## src/rtl/uart_pkg.sv

```systemverilog
// Shared UART definitions: receive FSM encoding and default frame geometry.
// The TX serializer imports the same defaults so both ends agree on the frame shape.
package uart_pkg;

    localparam int UART_DATA_WIDTH_DEF = 8;
    localparam int UART_OVERSAMPLE_DEF = 8;

    typedef enum logic [2:0] {
        IDLE   = 3'd0,
        START  = 3'd1,
        DATA   = 3'd2,
        PARITY = 3'd3,
        STOP   = 3'd4
    } rx_state_t;

endpackage

```

## src/rtl/sync_2ff.sv

```systemverilog
// Two-flop synchronizer for a single asynchronous input; both flops reset to 1
// so an idle-high line produces no spurious low after reset.
module sync_2ff (
    input  logic clk,
    input  logic rst,
    input  logic d,
    output logic q
);

    logic meta;

    always_ff @(posedge clk or negedge rst) begin
        if (!rst) begin
            meta <= 1'b1;
            q    <= 1'b1;
        end else begin
            meta <= d;
            q    <= meta;
        end
    end

endmodule

```

## src/rtl/uart_rx_deserializer.sv

```systemverilog
// UART receive path: synchronize rx_in, find the start bit, sample mid-bit, rebuild the byte LSB first.
// Optional parity checking is built in when the macro UART_RX_PARITY_EN is defined.
module uart_rx_deserializer
    import uart_pkg::*;
#(
    parameter int DATA_WIDTH = UART_DATA_WIDTH_DEF,
    parameter int OVERSAMPLE = UART_OVERSAMPLE_DEF
`ifdef UART_RX_PARITY_EN
    ,
    parameter bit PARITY_ODD = 1'b0
`endif
) (
    input  logic                  clk,
    input  logic                  rst,
    input  logic                  rx_in,
    input  logic                  os_tick,
    output logic [DATA_WIDTH-1:0] data_out,
    output logic                  data_valid,
    output logic                  framing_err,
    output logic                  busy
`ifdef UART_RX_PARITY_EN
    ,
    output logic                  parity_err
`endif
);

    localparam int TW = (OVERSAMPLE > 1) ? $clog2(OVERSAMPLE) : 1;
    localparam int BW = (DATA_WIDTH > 1) ? $clog2(DATA_WIDTH) : 1;
    localparam logic [TW-1:0] TICK_MID  = TW'(OVERSAMPLE / 2 - 1);
    localparam logic [TW-1:0] TICK_LAST = TW'(OVERSAMPLE - 1);
    localparam logic [BW-1:0] BIT_LAST  = BW'(DATA_WIDTH - 1);

    logic rx_s;

    rx_state_t             state_q, state_d;
    logic [TW-1:0]         tick_q, tick_d;
    logic [BW-1:0]         bit_q, bit_d;
    logic [DATA_WIDTH-1:0] shift_q, shift_d;
    logic [DATA_WIDTH-1:0] data_q, data_d;
    logic                  valid_q, valid_d;
    logic                  ferr_q, ferr_d;
    logic                  par_bad;
`ifdef UART_RX_PARITY_EN
    logic                  par_flag_q, par_flag_d;
    logic                  perr_q, perr_d;
`endif

    sync_2ff u_sync (
        .clk (clk),
        .rst (rst),
        .d   (rx_in),
        .q   (rx_s)
    );

`ifdef UART_RX_PARITY_EN
    assign par_bad = par_flag_q;
`else
    assign par_bad = 1'b0;
`endif

    always_ff @(posedge clk or negedge rst) begin
        if (!rst) begin
            state_q    <= IDLE;
            tick_q     <= '0;
            bit_q      <= '0;
            shift_q    <= '0;
            data_q     <= '0;
            valid_q    <= 1'b0;
            ferr_q     <= 1'b0;
`ifdef UART_RX_PARITY_EN
            par_flag_q <= 1'b0;
            perr_q     <= 1'b0;
`endif
        end else begin
            state_q    <= state_d;
            tick_q     <= tick_d;
            bit_q      <= bit_d;
            shift_q    <= shift_d;
            data_q     <= data_d;
            valid_q    <= valid_d;
            ferr_q     <= ferr_d;
`ifdef UART_RX_PARITY_EN
            par_flag_q <= par_flag_d;
            perr_q     <= perr_d;
`endif
        end
    end

    // Counters only move on os_tick; without a tick everything holds.
    always_comb begin
        state_d    = state_q;
        tick_d     = tick_q;
        bit_d      = bit_q;
        shift_d    = shift_q;
        data_d     = data_q;
        valid_d    = 1'b0;
        ferr_d     = 1'b0;
`ifdef UART_RX_PARITY_EN
        par_flag_d = par_flag_q;
        perr_d     = 1'b0;
`endif
        if (os_tick) begin
            case (state_q)
                IDLE: begin
                    if (!rx_s) begin
                        state_d = START;
                        tick_d  = '0;
                    end
                end
                START: begin
                    // Half a bit in: a still-low line is a real start bit and fixes mid-bit alignment.
                    if (tick_q == TICK_MID) begin
                        if (!rx_s) begin
                            state_d = DATA;
                            tick_d  = '0;
                            bit_d   = '0;
                        end else begin
                            state_d = IDLE;
                        end
                    end else begin
                        tick_d = tick_q + 1'b1;
                    end
                end
                DATA: begin
                    if (tick_q == TICK_LAST) begin
                        shift_d = {rx_s, shift_q[DATA_WIDTH-1:1]};
                        tick_d  = '0;
                        bit_d   = bit_q + 1'b1;
                        if (bit_q == BIT_LAST) begin
                            bit_d = '0;
`ifdef UART_RX_PARITY_EN
                            state_d = PARITY;
`else
                            state_d = STOP;
`endif
                        end
                    end else begin
                        tick_d = tick_q + 1'b1;
                    end
                end
`ifdef UART_RX_PARITY_EN
                PARITY: begin
                    if (tick_q == TICK_LAST) begin
                        if (rx_s != ((^shift_q) ^ PARITY_ODD)) begin
                            par_flag_d = 1'b1;
                        end
                        tick_d  = '0;
                        state_d = STOP;
                    end else begin
                        tick_d = tick_q + 1'b1;
                    end
                end
`endif
                STOP: begin
                    if (tick_q == TICK_LAST) begin
                        tick_d  = '0;
                        state_d = IDLE;
                        if (!rx_s) begin
                            ferr_d = 1'b1;
                        end else if (!par_bad) begin
                            data_d  = shift_q;
                            valid_d = 1'b1;
                        end
`ifdef UART_RX_PARITY_EN
                        perr_d     = par_flag_q;
                        par_flag_d = 1'b0;
`endif
                    end else begin
                        tick_d = tick_q + 1'b1;
                    end
                end
                default: begin
                    state_d = IDLE;
                    tick_d  = '0;
                    bit_d   = '0;
                end
            endcase
        end
    end

    assign data_out    = data_q;
    assign data_valid  = valid_q;
    assign framing_err = ferr_q;
    assign busy        = (state_q != IDLE);
`ifdef UART_RX_PARITY_EN
    assign parity_err  = perr_q;
`endif

endmodule

```

## config.mk

```make
export PLATFORM = sky130hd
export DESIGN_NAME = uart_rx_deserializer
export DESIGN_NICKNAME = d
export VERILOG_FILES = /design/src/rtl/uart_pkg.sv /design/src/rtl/sync_2ff.sv /design/src/rtl/uart_rx_deserializer.sv
export SDC_FILE = /design/constraint.sdc
export NUM_CORES = 1
export LEC_CHECK = 0
export CAP_MARGIN = 20
export CORE_AREA = 2 2 70 45
export CTS_CLUSTER_DIAMETER = 50
export DETAILED_ROUTE_END_ITERATION = 12
export DIE_AREA = 0 0 72 47
export PLACE_DENSITY = 0.75
export REMOVE_ABC_BUFFERS = 1
export SETUP_SLACK_MARGIN = 0.4
export SKIP_LAST_GASP = 1
export SLEW_MARGIN = 10
export SYNTH_ARGS = -nofsm -noshare
export SYNTH_HDL_FRONTEND = slang
export SYNTH_SLANG_ARGS = --single-unit
```

## constraint.sdc

```tcl
create_clock -name clk -period 2.2 [get_ports clk]
set_input_delay 0.44 -clock clk [delete_from_list [all_inputs] [get_ports clk]]
set_output_delay 0.44 -clock clk [all_outputs]
set_load 0.005 [all_outputs]
```

# After elaboration in Yosys (flattened, before gate mapping)
# Index checks and enable logic that the tools add are counted.
[op_classes]
n_addsub = 2
n_mul = 0
n_div = 0
n_lt_le_gt_ge = 0
n_eq_ne = 12
shift = 0
muxes = 24
bitwise = 1
n_reduce_logical = 8
[ops]
columns = ["op", "count"]
rows = [
  ["$mux 3", 12],
  ["$pmux 3 s3", 2],
  ["$ne 2x2->1 const B", 6],
  ["$pmux 3 s4", 1],
  ["$eq 3x3->1 const B", 3],
  ["$mux 1", 8],
  ["$add 3x1->3 const B", 2],
  ["$eq 3x2->1 const B", 2],
  ["$reduce_and 6->1", 1],
  ["$reduce_and 5->1", 1],
  ["$reduce_and 4->1", 1],
  ["$reduce_or 2->1", 2],
  ["$eq 3x1->1 const B", 1],
  ["$logic_not 3->1", 1],
  ["$reduce_and 3->1", 1],
  ["$reduce_bool 3->1", 1],
  ["$mux 2", 1],
  ["$not 1->1", 1],
]
[totals]
reg_bits = 29
latchBits = 0
ramBits = 0
mem_bits_ro = 0
elab_cells = 56
n_memories = 0

# Longest topological paths before layout
# Gate-level depths: netlist of the first run.
[depth]
depth_word = 4
ltp_mapped = 6
mapped_depth_nobuf = 5

# Hierarchy
# A second synthesis of the first run with hierarchy kept.
[hier_totals]
cells_unflattened = 105
hier_area_um2 = 1351.3
[modules_own_cells]
columns = ["module", "instances", "cells_each", "area_per_inst_um2", "seq_area_each_um2"]
rows = [
  ["uart_rx_deserializer", 1, 103, 1298.7, 675.6],
  ["sync_2ff", 1, 2, 52.6, 52.6],
]

# Least setup slack after synthesis of the first run
# No wires, ideal clock.
[synth_path]
kind = "reg2reg"
from = "reg tick_q[0]"
to = "reg shift_q[0]"
setup_ps = 125
arrival_time_ps = 1534
t_required_ps = 2075
slack_ps = 541
stages_incl_launch_ff = 7
path_cell_list = "dfrtp_1 ha_1 ha_1 and2_4 buf_6 nand3_2 mux2_2"
[synth_between]
elab_chain_len = 2
[synth_rtl]
columns = ["element", "line", "rtl"]
rows = [
  ["start: declaration", "uart_rx_deserializer.sv:36", "logic [TW-1:0] tick_q, tick_d;"],
  ["start signal: assignment", "uart_rx_deserializer.sv:76", "tick_q <= tick_d;"],
  ["$eq 3x3->1", "uart_rx_deserializer.sv:125", "if (tick_q == TICK_LAST) begin"],
  ["$reduce_and 3->1 (no line)", "-", ""],
  ["end signal: assignment", "uart_rx_deserializer.sv:78", "shift_q <= shift_d;"],
  ["end: declaration", "uart_rx_deserializer.sv:38", "logic [DATA_WIDTH-1:0] shift_q, shift_d;"],
]
# No other way between the ends.
# A chain may end at the register's enable or synchronous reset.

# Final worst setup path of the first run
[layout_path]
from = "reg state_q[1]"
to = "out busy"
[layout_between]
elab_chain_len = 1
[layout_rtl]
columns = ["element", "line", "rtl"]
rows = [
  ["start: declaration", "uart_rx_deserializer.sv:35", "rx_state_t state_q, state_d;"],
  ["start signal: assignment", "uart_rx_deserializer.sv:75", "state_q <= state_d;"],
  ["$reduce_bool 3->1", "uart_rx_deserializer.sv:184", "assign busy = (state_q != IDLE);"],
  ["end: declaration", "uart_rx_deserializer.sv:20", "output logic busy"],
]
# No other way between the ends.

==> impl_metrics.env, run 1 <==
export IMPL_status="completed"
export IMPL_n_fill_cell=217
export IMPL_critPathKind="register to output pin"
export IMPL_whs_ns=0.358
export IMPL_final_nets=140
export IMPL_grt_overflow_total=0
export IMPL_muxShareOfSynthArea_pct=15.7
export IMPL_post_drt_wl_per_cell_um=14.7
export IMPL_cts_made_buffers=5
export IMPL_crit_path_start_kind="register"
export IMPL_syn_inst=107
export IMPL_holdPathEnd="u_sync.q$_DFF_PN1_"
export IMPL_power_per_cell_area_nw_per_um2=929
export IMPL_grt_pass1_vias=906
export IMPL_path_cells="nor2_4, nand2_1, clkdlybuf4s50_1"
export IMPL_htree_num_levels=2
export IMPL_grt_usage_pct=16.7
export IMPL_pin_count=15
export IMPL_vias_per_cell=5.43
export IMPL_clk_pin_slew_ns=0.06
export IMPL_stdcell_count=166
export IMPL_ant_nets=0
export IMPL_clock_path_buffers=2
export IMPL_yosys_area_share_xor_xnor_pct=0
export IMPL_skew_ns=0.00555
export IMPL_place_inst=154
export IMPL_ys_seq_area_share_pct=53.3
export IMPL_port_buffers=14
export IMPL_synth_top_family_by_area="multiplexers"
export IMPL_cts_sinks=29
export IMPL_reg2reg_to="bit_q[2]$_DFFE_PN0P_"
export IMPL_reg2reg_slack_ns=0.47
export IMPL_totalPowerFinal_mw=1.54
export IMPL_ff2ff_path_depth=5
export IMPL_layout_drive_gt1_share_pct=32.6
export IMPL_setup_viol=0
export IMPL_dp_slack_ns=0.419
export IMPL_ys_warn_count=0
export IMPL_hold_start="u_sync.meta$_DFF_PN1_"
export IMPL_grt_pass1_wl_um=4020
export IMPL_layout_setup_ws_ns=0.449
export IMPL_mostFrequentLayoutCell="dfrtp_1"
export IMPL_synth_fa_ha_area_share_pct=4.58
export IMPL_cts_root_buffer="clkbuf_8"
export IMPL_coreArea_sq_um=2760
export IMPL_yosys_area_share_simple_pct=13.4
export IMPL_gp_congestion=0.836
export IMPL_fmax_ghz=0.571
export IMPL_cap_violations=0
export IMPL_setup_tns_ns=0
export IMPL_worst_pin_slew_ns=0.363
export IMPL_fin_crit_sh_pct=79.6
export IMPL_crit_family="buffers and inverters"
export IMPL_crit_path_end_kind="output pin"
export IMPL_slew_headroom_pct=75.8
export IMPL_r2r_start="tick_q[1]$_DFFE_PN0P_"
export IMPL_ys_ff_latch=29
export IMPL_rsz0062_at_grt="no"
export IMPL_row_count=15
export IMPL_worstHoldPathCells=0
export IMPL_n_antenna_cell=0
export IMPL_first_pass_iters=4
export IMPL_antenna_found_initial=0
export IMPL_critPathMaxStageDelay_ns=0.44
export IMPL_syn_area_sq_um=1370
export IMPL_grt_max_degree=30
export IMPL_insertion_delay_ns=0.27
export IMPL_slowest_stage="clkdlybuf4s50_1"
export IMPL_die_w_um=72
export IMPL_min_period_ns=1.75
export IMPL_route_detailed_drc=0
export IMPL_crit_cells=3
export IMPL_irDropWorstVdd_uv=422
export IMPL_synth_compound_area_share_pct=7.97
export IMPL_layout_common_cells="dfrtp_1 (26), mux2_2 (18), clkdlybuf4s50_1 (14), buf_4 (8), inv_1 (7)"
export IMPL_die_area_sq_um=3380
export IMPL_hold_class="register to register"
export IMPL_cp_arrival_ns=1.31
export IMPL_area_growth_pct=21.2
export IMPL_slew_violations=0
export IMPL_worstPathMaxFanout=2
export IMPL_cts_tree="yes"
export IMPL_crit_buf_inv=1
export IMPL_crit_required_ns=1.76
export IMPL_synth_area_per_cell_sq_um=12.8
export IMPL_place_hpwl_um=1670
export IMPL_dieHeight_um=47
export IMPL_hold_viol=0
export IMPL_vias=902
export IMPL_yosysUniqueCellTypes=34
export IMPL_drtIter0Drc=41
export IMPL_start_util_pct=49.5
export IMPL_leakage_nw=0.813
export IMPL_routed_wl_um=2430
metrics by stage:
| step | instance area, sq um | utilization, % |
|---|---|---|
| 2_1_floorplan | 1320 | - |
| 3_3_place_gp | 1540 | 55.6 |
| 3_5_place_dp | 1540 | 55.6 |
| 4_1_cts | 1640 | 59.4 |
| 5_1_grt | 1660 | 60.0 |
| 6_report | 1660 | 60.0 |
sequential cells by signal, summed over array words and instances, names as in the netlist:
register / count
u_sync.q: 1
data_valid: 1
shift_q: 8
u_sync.meta: 1
data_out: 8
tick_q: 3
framing_err: 1
bit_q: 3
state_q: 3
where the power goes:
group | switching [mW] | internal [mW]
registers | 0.0553 | 0.596
clock network | 0.188 | 0.218
logic | 0.249 | 0.232
Yosys cell counts:
master	n	area share [%]
a21o_1	1	0.55
a221oi_1	1	0.64
a31oi_1	2	0.92
a32oi_1	1	0.64
a41oi_1	1	0.64
and2_4	1	0.64
and3_1	1	0.46
and3b_1	1	0.64
buf_2	2	0.73
buf_6	3	2.5
dfrtp_1	27	49
dfstp_2	2	3.8
ha_1	5	4.6
inv_1	7	1.9
mux2_1	1	0.82
mux2_2	18	15
nand2_1	6	1.6
nand2b_1	1	0.46
nand3_1	3	1.1
nand3_2	1	0.73
nand4_4	1	1.6
nor2_1	1	0.27
nor2_2	1	0.46
nor2b_1	3	1.4
nor3_1	2	0.73
nor3b_1	4	2.2
o21a_1	1	0.55
o21ai_0	1	0.37
o221ai_2	1	1.1
o22ai_1	3	1.4
o2bb2ai_1	1	0.64
o31ai_1	1	0.55
or2_2	1	0.46
or3b_1	1	0.64
how the worst max path moves through the flow:
stage	slack (ns)	to	start
detailed placement	0.42	data_out[3]$_DFFE_PN0P_	os_tick
global route	0.40	bit_q[2]$_DFFE_PN0P_	tick_q[1]$_DFFE_PN0P_
finish	0.45	busy	state_q[1]$_DFFE_PN0P_
global placement	0.44	data_out[6]$_DFFE_PN0P_	os_tick
CTS	0.43	busy	state_q[0]$_DFFE_PN0P_
floorplan	0.57	bit_q[0]$_DFFE_PN0P_	tick_q[0]$_DFFE_PN0P_
logic make-up after synthesis:
| family | count (synthesis) |
|---|---|
| flops | 29 |
| compound gates | 14 |
| buf+inv | 12 |
| mux | 19 |
| simple gates | 28 |
| fa+ha+maj | 5 |
cell type report:
class	instances	area, sq um	area share (%)
Clock buffer	6	72.6	4.38
Clock inverter	2	10.0	0.604
Inverter	7	26.3	1.59
Multi-Input combinational cell	66	576	34.7
Sequential cell	29	729	44.0
Tap cell	34	42.5	2.57
Timing Repair Buffer	22	200	12.1
repair_timing:
item | in CTS | in global routing
buffers inserted | 2 | 2
hold buffers | 0 | 0
gates resized for setup | 2 | 1
pin swaps | 1 | 2
setup endpoints to repair | 1 | 4
routing by layer:
metal  vias to the layer above  GRT usage, %  wire, um
li1                        428             -         -
met1                       445          19.1      1070
met2                        27          28.3      1180
met3                         2          8.15       171
met4                         0          5.66        10
met5                         -             0         0
Power figures use the tool's default switching activity.
==> run 2, diff against run 1 <==
- clock period: 2.2 -> 1.8 ns (I/O delays scaled with it)
==> impl_metrics.env, run 2 (synthesis results as in run 1) <==
export IMPL_multi_input_area_sq_um=754
export IMPL_post_drt_wl_per_cell_um=18.5
export IMPL_grt_usage_pct=21.2
export IMPL_status="completed"
export IMPL_placed_area_sq_um=1550
export IMPL_place_hpwl_um=1590
export IMPL_final_area_sq_um=1920
export IMPL_hold_start="u_sync.meta$_DFF_PN1_"
export IMPL_ant_nets=0
export IMPL_start_util_pct=49.5
export IMPL_route_met3_wl_um=194
export IMPL_route_detailed_drc=0
export IMPL_startpoint="state_q[2]$_DFFE_PN0P_"
export IMPL_irDropWorstVdd_uv=846
export IMPL_worstPathMaxFanout=8
export IMPL_vias=999
export IMPL_setup_viol=0
export IMPL_port_buffers=14
export IMPL_drtIter0Drc=65
export IMPL_n_antenna_cell=0
export IMPL_die_area_sq_um=3380
export IMPL_die_w_um=72
export IMPL_clk_pin_slew_ns=0.06
export IMPL_htree_num_levels=2
export IMPL_r2r_start="state_q[2]$_DFFE_PN0P_"
export IMPL_insertion_delay_ns=0.28
export IMPL_power_per_cell_area_nw_per_um2=1150
export IMPL_postCtsHoldBufs=0
export IMPL_area_growth_pct=40.7
export IMPL_hold_class="register to register"
export IMPL_wl_met2_um=1560
export IMPL_hold_viol=0
export IMPL_cp_arrival_ns=1.83
export IMPL_setup_tns_ns=0
export IMPL_cts_sinks=29
export IMPL_pin_count=15
export IMPL_leakage_nw=0.999
export IMPL_mostFrequentLayoutCell="dfrtp_1"
export IMPL_cts_made_buffers=5
export IMPL_crit_path_end_kind="register"
export IMPL_first_pass_iters=4
export IMPL_crit_path_start_kind="register"
export IMPL_min_period_ns=1.67
export IMPL_totalPowerFinal_mw=2.21
export IMPL_routed_top_layer="met4"
export IMPL_cap_violations=0
export IMPL_routed_wl_um=3320
export IMPL_gp_congestion=0.916
export IMPL_grt_max_degree=30
export IMPL_dieHeight_um=47
export IMPL_skew_ns=0.00673
export IMPL_rsz0062_at_grt="yes"
export IMPL_vias_per_cell=5.58
export IMPL_row_count=15
export IMPL_coreArea_sq_um=2760
export IMPL_crit_required_ns=1.96
export IMPL_antenna_found_initial=0
export IMPL_cts_tree="yes"
export IMPL_clock_path_buffers=2
export IMPL_layout_drive_gt1_share_pct=46.9
export IMPL_cts_root_buffer="clkbuf_8"
export IMPL_grt_overflow_total=0
export IMPL_grt_pass1_vias=945
export IMPL_slew_violations=0
export IMPL_critPathKind="register to register"
export IMPL_fmax_ghz=0.599
export IMPL_seqCellArea_sq_um=729
export IMPL_grt_pass1_wl_um=4980
export IMPL_fin_crit_sh_pct=92.8
export IMPL_slew_headroom_pct=70.4
export IMPL_layout_common_cells="dfrtp_1 (26), buf_4 (19), mux2_4 (16), dlygate4sd2_1 (10)"
export IMPL_wl_met1_um=1490
export IMPL_worst_pin_slew_ns=0.440
export IMPL_final_nets=153
export IMPL_n_fill_cell=168
run 2: cell count changes in the layout (fill, tap and decap cells not counted), moves of 2 or more:
cell,delta
buf_4,+11
clkdlybuf4s50_1,-11
clkinv_2,-2
dlygate4sd2_1,+10
ha_1,-2
ha_4,+2
mux2_2,-15
mux2_4,+16
nor3b_1,-3
nor3b_2,+3
run 2: routing by layer:
layer	track usage [%]	vias to the layer above
met1	26.8	494
met4	11.7	0
met5	0	-
li1	-	459
met2	32.2	37
met3	8.37	9
run 2: final cells by class:
cell class,instances,share of cell area (%)
multi-input cells,67,39.3
well taps,34,2.21
clock buffers,8,4.69
inverters,7,1.50
repair buffers,34,14.4
flip-flops and latches,29,38.0
run 2: stage by stage:
| step | hold WS (ns) | utilization [%] | instances | setup WS [ns] |
|---|---|---|---|---|
| 6_report | 0.360 | 69.7 | 179 | 0.130 |
| 5_1_grt | 0.359 | 69.7 | 179 | 0.0958 |
| 4_1_cts | 0.358 | 67.1 | 174 | 0.135 |
| 3_5_place_dp | 0.349 | 56.2 | 156 | 0.0820 |
| 3_3_place_gp | 0.347 | 56.2 | 156 | 0.0845 |
| 2_1_floorplan | 0.0644 | - | 102 | 0.168 |
run 2: what timing repair did:
action,CTS,global route
gates cloned,1,0
setup endpoints to repair,33,26
buffers inserted,9,5
resized for setup,43,9
pin swaps,8,6
hold endpoints to repair,0,0
run 2: worst max-delay path, cell delays in order, from the launching register on:
cell and delay (ns):
dfrtp_2 0.40, buf_4 0.16, buf_4 0.17, o21a_1 0.23
o221ai_4 0.25, mux2_4 0.33
run 2: final timing paths:
kind / end / slack (ns) / depth (start not counted)
max: bit_q[1]$_DFFE_PN0P_ / 0.13 / 5
min: u_sync.q$_DFF_PN1_ / 0.36 / 0
max reg2reg: bit_q[1]$_DFFE_PN0P_ / 0.13 / 5
min reg2reg: u_sync.q$_DFF_PN1_ / 0.36 / 0
max in group asynchronous: u_sync.q$_DFF_PN1_ / 1.02 / 2
min in group asynchronous: data_out[6]$_DFFE_PN0P_ / 0.47 / 2
run 2: where the power goes:
part,internal (mW),switching [mW]
clock,0.311,0.237
combinational,0.390,0.475
sequential,0.728,0.0696
total,1.43,0.782
